## src/rtl/clk_div_ctrl_if.sv

```systemverilog
`default_nettype none
// ============================================================================
// Module      : clk_div_ctrl_if
// Description : Configuration handshake bundle for clk_div_ctrl.
// Revision    : 1.0 - initial release
// ============================================================================
interface clk_div_ctrl_if #(
    parameter int W = 8
);
    logic         cfg_valid;
    logic         cfg_ready;
    logic [W-1:0] cfg_div;
    logic [W-1:0] cfg_high;
    logic         cfg_err;

    modport master (
        output cfg_valid,
        output cfg_div,
        output cfg_high,
        input  cfg_ready,
        input  cfg_err
    );

    modport slave (
        input  cfg_valid,
        input  cfg_div,
        input  cfg_high,
        output cfg_ready,
        output cfg_err
    );
endinterface
`default_nettype wire

```

## src/rtl/clk_div_ctrl.sv

```systemverilog
`default_nettype none
// ============================================================================
// Module      : clk_div_ctrl
// Description : Run/stop and ratio controller producing a glitch-free divided
//               clock; optional period counter under CLK_DIV_CTRL_PCNT_EN.
// Revision    : 1.0 - initial release
// ============================================================================
module clk_div_ctrl #(
    parameter int W        = 8,
    parameter int DEF_DIV  = 4,
    parameter int DEF_HIGH = 1
) (
    input  wire logic          clk,
    input  wire logic          rst,
    input  wire logic          run_en,
    clk_div_ctrl_if.slave      cfg,
    output logic               clk_out,
    output logic               tick,
    output logic               busy
`ifdef CLK_DIV_CTRL_PCNT_EN
    ,
    output logic [15:0]        period_cnt
`endif
);

    localparam logic [1:0]   c_IDLE      = 2'd0;
    localparam logic [1:0]   c_RUN       = 2'd1;
    localparam logic [1:0]   c_STOP_PEND = 2'd2;
    localparam logic [W-1:0] c_ONE       = W'(1);
    localparam logic [W-1:0] c_TWO       = W'(2);
    localparam logic [W-1:0] c_DEF_DIV   = W'(DEF_DIV);
    localparam logic [W-1:0] c_DEF_HIGH  = W'(DEF_HIGH);

    logic [1:0]   r_state;
    logic [1:0]   w_state_nxt;
    logic [W-1:0] r_cnt;
    logic [W-1:0] r_act_div;
    logic [W-1:0] r_act_high;
    logic [W-1:0] r_sh_div;
    logic [W-1:0] r_sh_high;
    logic         r_sh_full;
    logic         r_clk_out;
    logic         r_cfg_err;

    logic         w_counting;
    logic         w_tick;
    logic         w_apply;
    logic         w_accept;
    logic         w_legal;
    logic [W-1:0] w_high_nxt;
    logic [W-1:0] w_cnt_nxt;
    logic         w_clk_nxt;

    // State register
    always_ff @(posedge clk or negedge rst) begin
        if (!rst) begin
            r_state <= c_IDLE;
        end else begin
            r_state <= w_state_nxt;
        end
    end

    // Next-state logic
    always_comb begin
        w_state_nxt = r_state;
        case (r_state)
            c_IDLE:      if (run_en)  w_state_nxt = c_RUN;
            c_RUN:       if (!run_en) w_state_nxt = c_STOP_PEND;
            c_STOP_PEND: begin
                if (w_tick && !run_en) w_state_nxt = c_IDLE;
                else if (run_en)       w_state_nxt = c_RUN;
            end
            default:     w_state_nxt = c_IDLE;
        endcase
    end

    // Output / datapath decode
    always_comb begin
        w_counting = (r_state == c_RUN) || (r_state == c_STOP_PEND);
        w_tick     = w_counting && (r_cnt == (r_act_div - c_ONE));
        // Shadow drains every IDLE cycle, otherwise only at a period boundary
        w_apply    = r_sh_full && ((r_state == c_IDLE) || w_tick);
        w_high_nxt = w_apply ? r_sh_high : r_act_high;
        w_legal    = (cfg.cfg_div >= c_TWO) && (cfg.cfg_high != '0) &&
                     (cfg.cfg_high < cfg.cfg_div);
        w_accept   = cfg.cfg_valid && !r_sh_full;
        w_cnt_nxt  = '0;
        w_clk_nxt  = 1'b0;
        if (w_state_nxt == c_IDLE) begin
            w_cnt_nxt = '0;
            w_clk_nxt = 1'b0;
        end else if ((r_state == c_IDLE) || w_tick) begin
            w_cnt_nxt = '0;
            w_clk_nxt = (w_high_nxt != '0);
        end else begin
            w_cnt_nxt = r_cnt + c_ONE;
            w_clk_nxt = (w_cnt_nxt < r_act_high);
        end
    end

    always_ff @(posedge clk or negedge rst) begin
        if (!rst) begin
            r_cnt     <= '0;
            r_clk_out <= 1'b0;
        end else begin
            r_cnt     <= w_cnt_nxt;
            r_clk_out <= w_clk_nxt;
        end
    end

    // Shadow and active ratio registers; accept and apply are mutually exclusive
    always_ff @(posedge clk or negedge rst) begin
        if (!rst) begin
            r_act_div  <= c_DEF_DIV;
            r_act_high <= c_DEF_HIGH;
            r_sh_div   <= '0;
            r_sh_high  <= '0;
            r_sh_full  <= 1'b0;
            r_cfg_err  <= 1'b0;
        end else begin
            r_cfg_err <= w_accept && !w_legal;
            if (w_apply) begin
                r_act_div  <= r_sh_div;
                r_act_high <= r_sh_high;
                r_sh_full  <= 1'b0;
            end else if (w_accept && w_legal) begin
                r_sh_div   <= cfg.cfg_div;
                r_sh_high  <= cfg.cfg_high;
                r_sh_full  <= 1'b1;
            end
        end
    end

`ifdef CLK_DIV_CTRL_PCNT_EN
    logic [15:0] r_pcnt;

    always_ff @(posedge clk or negedge rst) begin
        if (!rst) begin
            r_pcnt <= '0;
        end else if ((r_state == c_IDLE) && (w_state_nxt == c_RUN)) begin
            r_pcnt <= '0;
        end else if (w_tick && (r_pcnt != 16'hFFFF)) begin
            r_pcnt <= r_pcnt + 16'd1;
        end
    end

    assign period_cnt = r_pcnt;
`endif

    assign clk_out       = r_clk_out;
    assign tick          = w_tick;
    assign busy          = (r_state != c_IDLE);
    assign cfg.cfg_ready = !r_sh_full;
    assign cfg.cfg_err   = r_cfg_err;

endmodule
`default_nettype wire

```

## src/flat_wrapper.sv

```systemverilog
// flat-port wrapper written by rule: the top's interface ports become plain ports
module clk_div_ctrl_flat 
#(
    parameter int W        = 8,
    parameter int DEF_DIV  = 4,
    parameter int DEF_HIGH = 1
)
  (clk, rst, run_en, clk_out, tick, busy, cfg_cfg_valid, cfg_cfg_div, cfg_cfg_high, cfg_cfg_ready, cfg_cfg_err);
  clk_div_ctrl_if #(.W(W)) cfg_i ();
  input  wire logic clk;
  input  wire logic rst;
  input  wire logic run_en;
  output logic clk_out;
  output logic tick;
  output logic busy;
  input wire logic [$bits(cfg_i.cfg_valid)-1:0] cfg_cfg_valid;
  input wire logic [$bits(cfg_i.cfg_div)-1:0] cfg_cfg_div;
  input wire logic [$bits(cfg_i.cfg_high)-1:0] cfg_cfg_high;
  output wire logic [$bits(cfg_i.cfg_ready)-1:0] cfg_cfg_ready;
  output wire logic [$bits(cfg_i.cfg_err)-1:0] cfg_cfg_err;
  assign cfg_i.cfg_valid = cfg_cfg_valid;
  assign cfg_i.cfg_div = cfg_cfg_div;
  assign cfg_i.cfg_high = cfg_cfg_high;
  assign cfg_cfg_ready = cfg_i.cfg_ready;
  assign cfg_cfg_err = cfg_i.cfg_err;
  clk_div_ctrl #(.W(W), .DEF_DIV(DEF_DIV), .DEF_HIGH(DEF_HIGH)) u_core (.clk(clk), .rst(rst), .run_en(run_en), .cfg(cfg_i), .clk_out(clk_out), .tick(tick), .busy(busy));
endmodule
```

## config.mk

```make
export PLATFORM = sky130hd
export DESIGN_NAME = clk_div_ctrl_flat
export DESIGN_NICKNAME = d
export VERILOG_FILES = /design/src/rtl/clk_div_ctrl_if.sv /design/src/rtl/clk_div_ctrl.sv /design/src/flat_wrapper.sv
export SDC_FILE = /design/constraint.sdc
export NUM_CORES = 1
export LEC_CHECK = 0
export ABC_AREA = 0
export CORE_MARGIN = 3
export CORE_UTILIZATION = 50
export CTS_CLUSTER_SIZE = 30
export DETAILED_ROUTE_END_ITERATION = 8
export PLACE_DENSITY = 0.73
export SYNTH_ARGS = -nofsm -noshare
export SYNTH_HDL_FRONTEND = slang
export SYNTH_SLANG_ARGS = --single-unit
```

## constraint.sdc

```tcl
create_clock -name clk -period 2 [get_ports clk]
set_input_delay 0.4 -clock clk [delete_from_list [all_inputs] [get_ports clk]]
set_output_delay 0.4 -clock clk [all_outputs]
set_load 0.02 [all_outputs]
```

==> impl_metrics.json <==
{
  "status": "finished, violations left",
  "failed_checks": "negative setup slack",
  "die_h_um": 78.48,
  "final.fill_count": 298,
  "max-clock-path-buffers": 2,
  "postRouteAntennaNets": 0,
  "drc": 0,
  "slowest_delay_ns": 0.40,
  "area_growth_pct": 48.55,
  "io_pins": 25,
  "r2r_slack_ns": -0.31,
  "diodes": 0,
  "yosysWarningCount": 0,
  "start_kind": "flip-flop",
  "period_minus_slack_ns": 2.337,
  "synth_seq_cells": 45,
  "synthesis.nets": 273,
  "routedWlPerCell_um": 18.71,
  "fp.dieW_um": 78.48,
  "synth_fa_ha_area_frac": 0.09528,
  "h-tree-depth": 2,
  "final_cell_area_mm2": 0.003901,
  "crit_path_cell_trace": "inv_2, ha_4, nor3b_4, nand2_2, xnor2_2, nor4bb_2, and3_1, buf_6",
  "clk_pin_slew_ns": 0.08,
  "synth_mux_area_frac": 0.1515,
  "cp_slowest_cell": "dfrtp_1",
  "grt.total_usage": 0.2250,
  "r2r-end": "u_core.r_act_div[4]",
  "insertion_delay_ns": 0.30,
  "gp_congestion": 0.8434,
  "port-buffer-count": 24,
  "fin_util": 0.7944,
  "crit_arrival_ns": 1.94,
  "ir_worst_vdd_mv": 0.8914,
  "cts-buffers-inserted": 5,
  "netlist_area_mm2": 0.002626,
  "antenna_found_initial": 0,
  "syn_avg_cell_area_um2": 11.27,
  "synth_top_family_by_area": "multiplexers",
  "p_leak_nw": 1.872,
  "rsz0062_at_grt": "yes",
  "multi_input_area_mm2": 0.001729,
  "clock.fmax_ghz": 0.4278,
  "setup_viol": 41,
  "synth_compound_area_frac": 0.09957,
  "synthXorXnorAreaFrac": 0.05002,
  "final_common_cell": "buf_4",
  "drtIter0Drc": 73,
  "path_max_fanout": 3,
  "final_max_slew_viol_count": 0,
  "vias_per_cell": 5.566,
  "cts_tree": "built",
  "dr.pass1.iters": 4,
  "cts-root-buf": "clkbuf_8",
  "powerDensity_mw_per_mm2": 1364,
  "cts_sinks": 45,
  "start_util": 0.5348,
  "regToRegStartpoint": "u_core.r_act_div[2]",
  "grt.overflow.total": 0,
  "worstMarginPinSlew_ns": 0.5122,
  "layout_common_cells": "49 x buf_4, 40 x dfrtp_1, 22 x mux2_4, 16 x inv_1, 12 x ha_1",
  "regArea_mm2": 0.001132,
  "fin_ws_ns": -0.3374,
  "worstSetupEndpointType": "output pin",
  "nets": 357,
  "skew_ns": 0.01015,
  "criticalPathCategory": "reg2out",
  "core_mm2": 0.004911,
  "grt_pass1_vias": 2211,
  "synth-seq-area-share": 0.4297,
  "vias": 2143,
  "cts_hold_buf": 0,
  "cp.required_ns": 1.60,
  "timing.final.crit_share": 1.169,
  "grt_max_degree": 25,
  "hold_viol_final": 0,
  "placed_cell_area_mm2": 0.003396,
  "max-slew-margin-rel": 0.6585,
  "critPathBufInv": 2,
  "r2r_cells": 10,
  "drt-total-wl_um": 7202,
  "drive_gt1_frac": 0.5063,
  "synthSimpleGateAreaFrac": 0.1267,
  "dieArea_mm2": 0.006158,
  "cap_viol_max_count": 0,
  "syn_inst": 233,
  "min_path_type": "in2async",
  "grt_pass1_wl_um": 10730,
  "fp-row-count": 25,
  "ys_types": 41,
  "dp_hpwl_um": 4630,
  "critPathTopFamily": "simple AND/OR/NAND/NOR gates"
}
==> cells in the mapped netlist <==
| cell | instances | area share |
|---|---|---|
| and3_1 | 4 | 0.0095 |
| nor4_1 | 8 | 0.019 |
| xnor2_1 | 8 | 0.027 |
| a221oi_1 | 2 | 0.0067 |
| o31ai_1 | 2 | 0.0057 |
| a21boi_0 | 1 | 0.0029 |
| a2111oi_2 | 1 | 0.0057 |
| nor4_2 | 1 | 0.0048 |
| nor2b_1 | 8 | 0.019 |
| mux2_1 | 12 | 0.051 |
| dfrtp_1 | 43 | 0.41 |
| or3_1 | 2 | 0.0048 |
| o2111ai_1 | 2 | 0.0067 |
| buf_6 | 2 | 0.0086 |
| nor3_1 | 4 | 0.0076 |
| clkbuf_1 | 1 | 0.0014 |
| a21o_1 | 5 | 0.014 |
| o21ai_0 | 7 | 0.013 |
| a311oi_1 | 1 | 0.0033 |
| o221ai_2 | 1 | 0.0057 |
| ha_1 | 20 | 0.095 |
| o2111ai_2 | 1 | 0.0057 |
| mux2_4 | 10 | 0.057 |
| and3b_1 | 1 | 0.0033 |
| o21ai_4 | 1 | 0.0062 |
| buf_2 | 3 | 0.0057 |
| a31oi_2 | 1 | 0.0048 |
| nand3_1 | 5 | 0.0095 |
| mux2_2 | 10 | 0.043 |
| nand2_1 | 8 | 0.011 |
| nand2b_1 | 2 | 0.0048 |
| xor2_1 | 7 | 0.023 |
| nor3b_1 | 2 | 0.0057 |
| nand4_1 | 2 | 0.0048 |
| inv_1 | 22 | 0.031 |
| and4_4 | 1 | 0.0043 |
| a21oi_1 | 8 | 0.015 |
| dfstp_2 | 2 | 0.020 |
| a31o_1 | 1 | 0.0033 |
| nor4bb_1 | 1 | 0.0038 |
| nor2_1 | 10 | 0.014 |
==> layer usage <==
metal	global-route usage	up-vias	wire length, um
li1	-	999	-
met1	0.2856	1070	3107
met2	0.3878	53	3624
met3	0.04358	21	236
met4	0.06818	0	234
met5	0	-	0
==> stage by stage <==
step,hold slack (ns),power (mW),std cells,setup WS [ns],TNS (ns)
2_1_floorplan,0.1044,3.110,233,-0.1704,-2.215
3_3_place_gp,0.3933,3.940,366,-0.7373,-18.62
3_5_place_dp,0.4030,4.045,366,-0.7703,-19.63
4_1_cts,0.07358,4.879,379,-0.3107,-5.512
5_1_grt,0.09134,5.638,385,-0.4437,-9.844
6_report,0.06093,5.322,385,-0.3374,-6.630
==> cell families after synthesis <==
kind of cell	after synthesis
AO/OA/AOI/OAI	34
XOR/XNOR	15
adder cells (fa/ha/maj)	20
buffers and inverters	28
flip-flops	45
multiplexers	32
AND/OR/NAND/NOR	59
==> state kept, by name, summed over array words and instances, names as in the netlist <==
| signal | count |
|---|---|
| u_core.r_sh_full | 1 |
| u_core.clk_out | 1 |
| u_core.cfg.cfg_err | 1 |
| u_core.r_cnt | 8 |
| u_core.r_sh_div | 8 |
| u_core.r_act_div | 8 |
| u_core.r_sh_high | 8 |
| u_core.r_act_high | 8 |
| u_core.r_state | 2 |
==> worst max-delay path by stage <==
stage / startpoint / to / slack [ns] / cells past startpoint
after floorplan: cfg_cfg_div[5] / u_core.r_sh_div[7] / -0.17 / 8
after global placement: cfg_cfg_div[5] / u_core.r_sh_div[7] / -0.74 / 9
after detailed placement: cfg_cfg_div[5] / u_core.r_sh_high[6] / -0.77 / 9
after CTS: u_core.r_act_div[0] / tick / -0.31 / 8
after global routing: u_core.r_act_div[1] / tick / -0.44 / 8
final: u_core.r_act_div[1] / tick / -0.34 / 8
==> power by group <==
part	switching, mW	leakage [nW]	internal [mW]
registers	0.403	0.545	1.33
logic	1.32	1.28	1.70
clock network	0.295	0.0455	0.282
==> cell type report <==
| type | instances | area share |
|---|---|---|
| Tap cell | 67 | 0.02149 |
| Multi-Input combinational cell | 160 | 0.4432 |
| Inverter | 22 | 0.02437 |
| Timing Repair Buffer | 83 | 0.1976 |
| Sequential cell | 45 | 0.2903 |
| Clock buffer | 8 | 0.02309 |
==> worst reg2reg max path, delay by kind of cell (launching register included) <==
family                 cells  cell delay (ns)
multiplexers               1             0.34
flip-flops                 1             0.59
AO/OA/AOI/OAI              3             0.43
AND/OR/NAND/NOR            2             0.22
buffers and inverters      4             0.60
==> repair_timing <==
action / in CTS / in global routing
pin swaps: 22 / 25
endpoints found under the setup margin: 47 / 45
gates resized for setup: 61 / 45
gates cloned: 2 / 1
buffers inserted: 3 / 6
(Power assumes the default switching activity.)
